**config.mk**
```make
export PLATFORM = sky130hd
export DESIGN_NAME = mrv32_wb_sched
export DESIGN_NICKNAME = d
export VERILOG_FILES = /design/src/rtl/mrv32_pkg.sv /design/src/rtl/mrv32_scoreboard.sv /design/src/rtl/mrv32_wb_sched.sv
export SDC_FILE = /design/constraint.sdc
export NUM_CORES = 1
export LEC_CHECK = 0
export BUFFER_PORTS_ARGS = -buffer_cell sky130_fd_sc_hd__buf_2
export CAP_MARGIN = 20
export CELL_PAD_IN_SITES_DETAIL_PLACEMENT = 1
export CELL_PAD_IN_SITES_GLOBAL_PLACEMENT = 1
export CORE_MARGIN = 2
export CORE_UTILIZATION = 35
export CTS_CLUSTER_DIAMETER = 80
export DETAILED_ROUTE_END_ITERATION = 16
export PLACE_DENSITY_LB_ADDON = 0.1
export SETUP_SLACK_MARGIN = 0.3
export SYNTH_ARGS = -nofsm -noshare
export SYNTH_HDL_FRONTEND = slang
export SYNTH_SLANG_ARGS = --single-unit
```
**constraint.sdc**
```tcl
create_clock -name clk -period 2.1 [get_ports clk]
set_input_delay 0.105 -clock clk [delete_from_list [all_inputs] [get_ports clk]]
set_output_delay 0.105 -clock clk [all_outputs]
set_load 0.02 [all_outputs]
```
**src/rtl/mrv32_pkg.sv**
```systemverilog
// mrv32_pkg: shared constants and types for the mrv32 writeback path.
//   REG_ADDR_W - register address width
//   XLEN       - datapath width
//   NUM_REGS   - architectural register count (x0 included)
//   wb_sched_state_t - writeback arbiter priority state
package mrv32_pkg;

    localparam int unsigned REG_ADDR_W = 5;
    localparam int unsigned XLEN       = 32;
    localparam int unsigned NUM_REGS   = 32;

    typedef enum logic {
        WB_PRI,
        LL_PRI
    } wb_sched_state_t;

endpackage

```
**src/rtl/mrv32_scoreboard.sv**
```systemverilog
// mrv32_scoreboard: pending-register scoreboard for long-latency results.
//   clk, rst_n            - clock, synchronous active-low reset
//   set_en, set_rd        - mark set_rd pending on the next edge
//   clr_en, clr_rd        - retire clr_rd on the next edge (set wins on collision)
//   q_rs1/q_rs2/q_rd(_en) - issue-stage operand lookups
//   hazard                - any enabled operand is pending
//   idle                  - nothing pending
module mrv32_scoreboard
    import mrv32_pkg::*;
(
    input  logic                  clk,
    input  logic                  rst_n,
    input  logic                  set_en,
    input  logic [REG_ADDR_W-1:0] set_rd,
    input  logic                  clr_en,
    input  logic [REG_ADDR_W-1:0] clr_rd,
    input  logic [REG_ADDR_W-1:0] q_rs1,
    input  logic                  q_rs1_en,
    input  logic [REG_ADDR_W-1:0] q_rs2,
    input  logic                  q_rs2_en,
    input  logic [REG_ADDR_W-1:0] q_rd,
    input  logic                  q_rd_en,
    output logic                  hazard,
    output logic                  idle
);

    // x0 has no storage; pend_full pads it with a constant zero for lookups.
    logic [NUM_REGS-1:1] pend_q, pend_d;
    logic [NUM_REGS-1:0] pend_full;
    logic [NUM_REGS-1:0] pend_nxt;

    assign pend_full = {pend_q, 1'b0};

    always_comb begin
        pend_nxt = pend_full;
        if (clr_en && (clr_rd != '0)) begin
            pend_nxt[clr_rd] = 1'b0;
        end
        // Applied after the clear so a re-issue of the retiring register stays pending.
        if (set_en && (set_rd != '0)) begin
            pend_nxt[set_rd] = 1'b1;
        end
        pend_d = pend_nxt[NUM_REGS-1:1];
    end

    always_ff @(posedge clk) begin
        if (!rst_n) begin
            pend_q <= '0;
        end else begin
            pend_q <= pend_d;
        end
    end

    // Registered pend only: a retiring LL write is not bypassed to issue.
    assign hazard = rst_n & ((q_rs1_en & pend_full[q_rs1]) |
                             (q_rs2_en & pend_full[q_rs2]) |
                             (q_rd_en  & pend_full[q_rd]));
    assign idle   = ~rst_n | (pend_q == '0);

endmodule

```
**src/rtl/mrv32_wb_sched.sv**
```systemverilog
// mrv32_wb_sched: writeback scheduler in front of the register file write port.
//   clk, rst_n                 - clock, synchronous active-low reset
//   iss_valid, iss_rd          - LL op issue, claims iss_rd in the scoreboard
//   q_rs1/q_rs2/q_rd(_en)      - issue-stage operands checked for hazards
//   hazard, idle               - issue stall, no LL result outstanding
//   wb_valid/wb_rd/wb_data     - pipeline writeback request, wb_ready accept
//   ll_valid/ll_rd/ll_data     - long-latency writeback request, ll_ready accept
//   rf_wen/rf_addr/rf_wdata    - register file write port (zero latency)
module mrv32_wb_sched
    import mrv32_pkg::*;
#(
    parameter int unsigned STARVE_MAX = 4
) (
    input  logic                  clk,
    input  logic                  rst_n,
    input  logic                  iss_valid,
    input  logic [REG_ADDR_W-1:0] iss_rd,
    input  logic [REG_ADDR_W-1:0] q_rs1,
    input  logic                  q_rs1_en,
    input  logic [REG_ADDR_W-1:0] q_rs2,
    input  logic                  q_rs2_en,
    input  logic [REG_ADDR_W-1:0] q_rd,
    input  logic                  q_rd_en,
    output logic                  hazard,
    output logic                  idle,
    input  logic                  wb_valid,
    input  logic [REG_ADDR_W-1:0] wb_rd,
    input  logic [XLEN-1:0]       wb_data,
    output logic                  wb_ready,
    input  logic                  ll_valid,
    input  logic [REG_ADDR_W-1:0] ll_rd,
    input  logic [XLEN-1:0]       ll_data,
    output logic                  ll_ready,
    output logic                  rf_wen,
    output logic [REG_ADDR_W-1:0] rf_addr,
    output logic [XLEN-1:0]       rf_wdata
);

    localparam logic [3:0] STARVE_LAST = 4'(STARVE_MAX - 1);

    wb_sched_state_t state_q, state_d;
    logic [3:0]      starve_cnt_q, starve_cnt_d;
    logic            wb_xfer;
    logic            ll_xfer;

    always_ff @(posedge clk) begin
        if (!rst_n) begin
            state_q      <= WB_PRI;
            starve_cnt_q <= '0;
        end else begin
            state_q      <= state_d;
            starve_cnt_q <= starve_cnt_d;
        end
    end

    always_comb begin
        state_d      = state_q;
        starve_cnt_d = starve_cnt_q;
        wb_ready     = 1'b0;
        ll_ready     = 1'b0;
        wb_xfer      = 1'b0;
        ll_xfer      = 1'b0;
        rf_wen       = 1'b0;
        rf_addr      = '0;
        rf_wdata     = '0;
        if (rst_n) begin
            unique case (state_q)
                WB_PRI: begin
                    wb_ready = 1'b1;
                    ll_ready = ll_valid & ~wb_valid;
                    if (ll_valid && !ll_ready) begin
                        if (starve_cnt_q == STARVE_LAST) begin
                            state_d      = LL_PRI;
                            starve_cnt_d = '0;
                        end else if (starve_cnt_q != 4'hF) begin
                            starve_cnt_d = starve_cnt_q + 4'd1;
                        end
                    end else begin
                        starve_cnt_d = '0;
                    end
                end
                LL_PRI: begin
                    ll_ready     = ll_valid;
                    starve_cnt_d = '0;
                    // Either LL transfers now, or ll_valid dropped (protocol
                    // violation): both return priority to the pipeline.
                    state_d      = WB_PRI;
                end
            endcase
            wb_xfer = wb_valid & wb_ready;
            ll_xfer = ll_valid & ll_ready;
            if (wb_xfer) begin
                rf_wen   = (wb_rd != '0);
                rf_addr  = wb_rd;
                rf_wdata = wb_data;
            end else if (ll_xfer) begin
                rf_wen   = (ll_rd != '0);
                rf_addr  = ll_rd;
                rf_wdata = ll_data;
            end
        end
    end

    mrv32_scoreboard u_scoreboard (
        .clk      (clk),
        .rst_n    (rst_n),
        .set_en   (iss_valid),
        .set_rd   (iss_rd),
        .clr_en   (ll_xfer),
        .clr_rd   (ll_rd),
        .q_rs1    (q_rs1),
        .q_rs1_en (q_rs1_en),
        .q_rs2    (q_rs2),
        .q_rs2_en (q_rs2_en),
        .q_rd     (q_rd),
        .q_rd_en  (q_rd_en),
        .hazard   (hazard),
        .idle     (idle)
    );

endmodule
```
==> flow_metrics.tcl <==
set metrics [dict create \
    clkSlewWorstSetupHoldPaths_ns 0.07 \
    ys_top_cells_by_area "dfxtp_1, a22o_1, mux4_1, mux4_2, o21ai_0" \
    vias 3351 \
    seq_area_frac_synth_pct 24.9 \
    synth_seq_cells 36 \
    numPortBuffers 143 \
    grt_pass1_vias 3386 \
    drt_iter0_drc 130 \
    critPathArrivalTime_ns 1.93 \
    tightest_slew_ns 0.658 \
    drc 0 \
    wire_per_inst_um 18.9 \
    core_area_sq_um 8130 \
    ff2ff_path_depth 6 \
    grt_pass1_wl_um 16900 \
    die_height_um 94.9 \
    final_max_slew_viol_count 0 \
    synth_warnings 0 \
    clk_latency_ns 0.29 \
    finalSetupViolCount 0 \
    hold_path_end "u_scoreboard.pend_q[4]" \
    worst_setup_path_end_kind "output port" \
    syn_avg_cell_area_sq_um 8.51 \
    cp_top_family "multiplexers" \
    antenna_found_initial 0 \
    dr.pass1.iters 4 \
    period_share_pct 96.8 \
    via_per_inst 5.76 \
    hold_start "iss_rd[1]" \
    hold_viol_final 0 \
    root_buffer "clkbuf_8" \
    cap_violations 0 \
    worstPathCellList "mux4_1 -> mux2i_1 -> mux2i_2 -> o2111ai_2 -> a31oi_1 -> buf_4" \
    cts_sinks 36 \
    max_freq_mhz 492 \
    critPathLaunchType "register" \
    area_delta_synth_final_pct 36.2 \
    rows 33 \
    finalSetupTns_ns 0 \
    routabilityCongestion 0.797 \
    crit_required_ns 2.00 \
    antenna_cells 0 \
    rsz0062_at_grt "true" \
    synth_commonest_cells "a22o_1, dfxtp_1, nand2_1, o21ai_0, a21oi_1" \
    die_width_um 94.9 \
    die_area_sq_um 9010 \
    ff_latch_area_sq_um 749 \
    p_leak_nw 1.69 \
    slew-limit-headroom_pct 56.1 \
    postSynth.asyncResetShare_pct 0 \
    overflow 0 \
    critPathBufInv 1 \
    timing.rr.start "state_q" \
    min_delay_path_depth 4 \
    cp_max_fo 5 \
    critPathKind "reg2out" \
    power_density_nw_per_um2 457 \
    ant_nets 0 \
    grt_max_degree 38 \
    synth_nets 443 \
    routed_wirelength_um 11000 \
    synth_top_area_cell "dfxtp_1" \
    status "finished clean" \
    initial_core_util_pct 35.6 \
    cp_slowest_cell "mux4_1" \
    nFillCells 1012 \
    synth_flop_cell "dfxtp_1" \
    netlist_area_sq_um 2890 \
    drive_above_1_share_pct 42.6 \
    ioPinCount 144 \
    fin_util_pct 48.5 \
    hold_path.class "in2reg" \
    clock_path_buffers 2 \
    cts_tree "done" \
    dpl.hpwl_um 8720 \
    worstReg2RegEnd "u_scoreboard.pend_q[3]" \
    irDropWorstVdd_mv 0.249 \
    max_stage_delay_ns 0.51 \
    cts_buffers 5 \
    synth-edff-count 0 \
    multiInputGateArea_sq_um 2070 \
    gr-usage-all-layers_pct 24.2 \
    cts_hold_buf 0 \
    skew_ns 0.00381 \
    fin_crit_ns 2.03 \
    nets 579 \
    reg2reg_slack_ns 0.46 \
    synth_cell_types 48 \
    synth_cells 340 \
    synth_top_area_share_pct 24.9 \
    cts.htree.levels 2 \
]
-- cells by family after synthesis --
| family | count (synthesis) | synth area share, % |
|---|---|---|
| AO/OA/AOI/OAI | 125 | 28.2 |
| AND/OR/NAND/NOR | 114 | 20.2 |
| flip-flops | 36 | 24.9 |
| multiplexers | 33 | 21.1 |
| buffers and inverters | 31 | 5.10 |
| adder cells (fa/ha/maj) | 1 | 0.432 |
-- power by group --
group	leakage [nW]	internal, mW	total (mW)	switching, mW
registers	0.299	0.687	0.698	0.0115
clock network	0.0552	0.353	0.609	0.256
logic	1.34	0.215	0.495	0.280
total	1.69	1.25	1.80	0.547
-- flip-flops by register name, indices dropped and copies added, names as in the netlist --
name and count:
state_q 1, starve_cnt_q 4, u_scoreboard.pend_q 31
-- worst max-delay path by stage --
stage / start / slack, ns / end / cells past startpoint
final: u_scoreboard.pend_q[16] / 0.07 / hazard / 6
after global routing: u_scoreboard.pend_q[7] / 0.01 / hazard / 6
after CTS: u_scoreboard.pend_q[25] / 0.06 / hazard / 6
after detailed placement: q_rd[1] / 0.26 / hazard / 7
after global placement: q_rd[1] / 0.32 / hazard / 7
after floorplan: u_scoreboard.pend_q[7] / 0.49 / hazard / 5
-- cell type report --
type	instances	area share (%)
clock buffer	6	1.84
tap	105	3.33
multi-input combinational	273	52.6
clock inverter	2	0.889
inverter	4	0.508
sequential	36	19.0
timing repair buffer	155	21.7
timing repair inverter	1	0.190
-- metrics by stage --
step | power (mW) | cells | setup slack [ns] | hold WS (ns) | area [sq um]
CTS | 1.79 | 579 | 0.0561 | 0.206 | 3850
finish | 1.80 | 582 | 0.0676 | 0.211 | 3940
detailed placement | 1.18 | 565 | 0.265 | 0.512 | 3650
global placement | 1.18 | 565 | 0.319 | 0.492 | 3650
global route | 1.88 | 582 | 0.0100 | 0.234 | 3940
floorplan | 0.978 | 340 | 0.491 | 0.293 | 2890
-- worst min-delay path: stages --
cell and delay [ns]:
buf_2 0.10, nor2_1 0.11, nand2_1 0.08, a21oi_1 0.05
-- metal layers --
metal	global-route usage (%)	routed length, um	vias to the layer above	part of all wire [%]
met5	0	0	-	0
met4	5.68	142	0	1.3
met3	3.43	506	9	4.6
met2	45.1	5890	112	54
met1	29.3	4460	1624	41
li1	-	-	1606	-
-- cell usage in the layout (no fill, tap or decap), types with 5 or more instances in the layout --
cell	n
a21oi_1	35
nand2b_1	11
buf_4	11
buf_2	141
o21ai_0	35
mux4_2	11
dfxtp_2	11
a22o_1	36
nand2_1	36
clkbuf_8	5
nor3_1	6
nor2_1	15
mux4_1	8
nor4_1	8
dfxtp_1	21
nand3b_1	5
mux2i_1	9
nand3_1	9
-- repair_timing --
action	in CTS	in global routing
gates resized for setup	24	17
pin swaps	5	7
cloned	1	1
setup endpoints to repair	38	34
setup buffers	5	2
No activity file was read; power rests on OpenSTA's default activity.
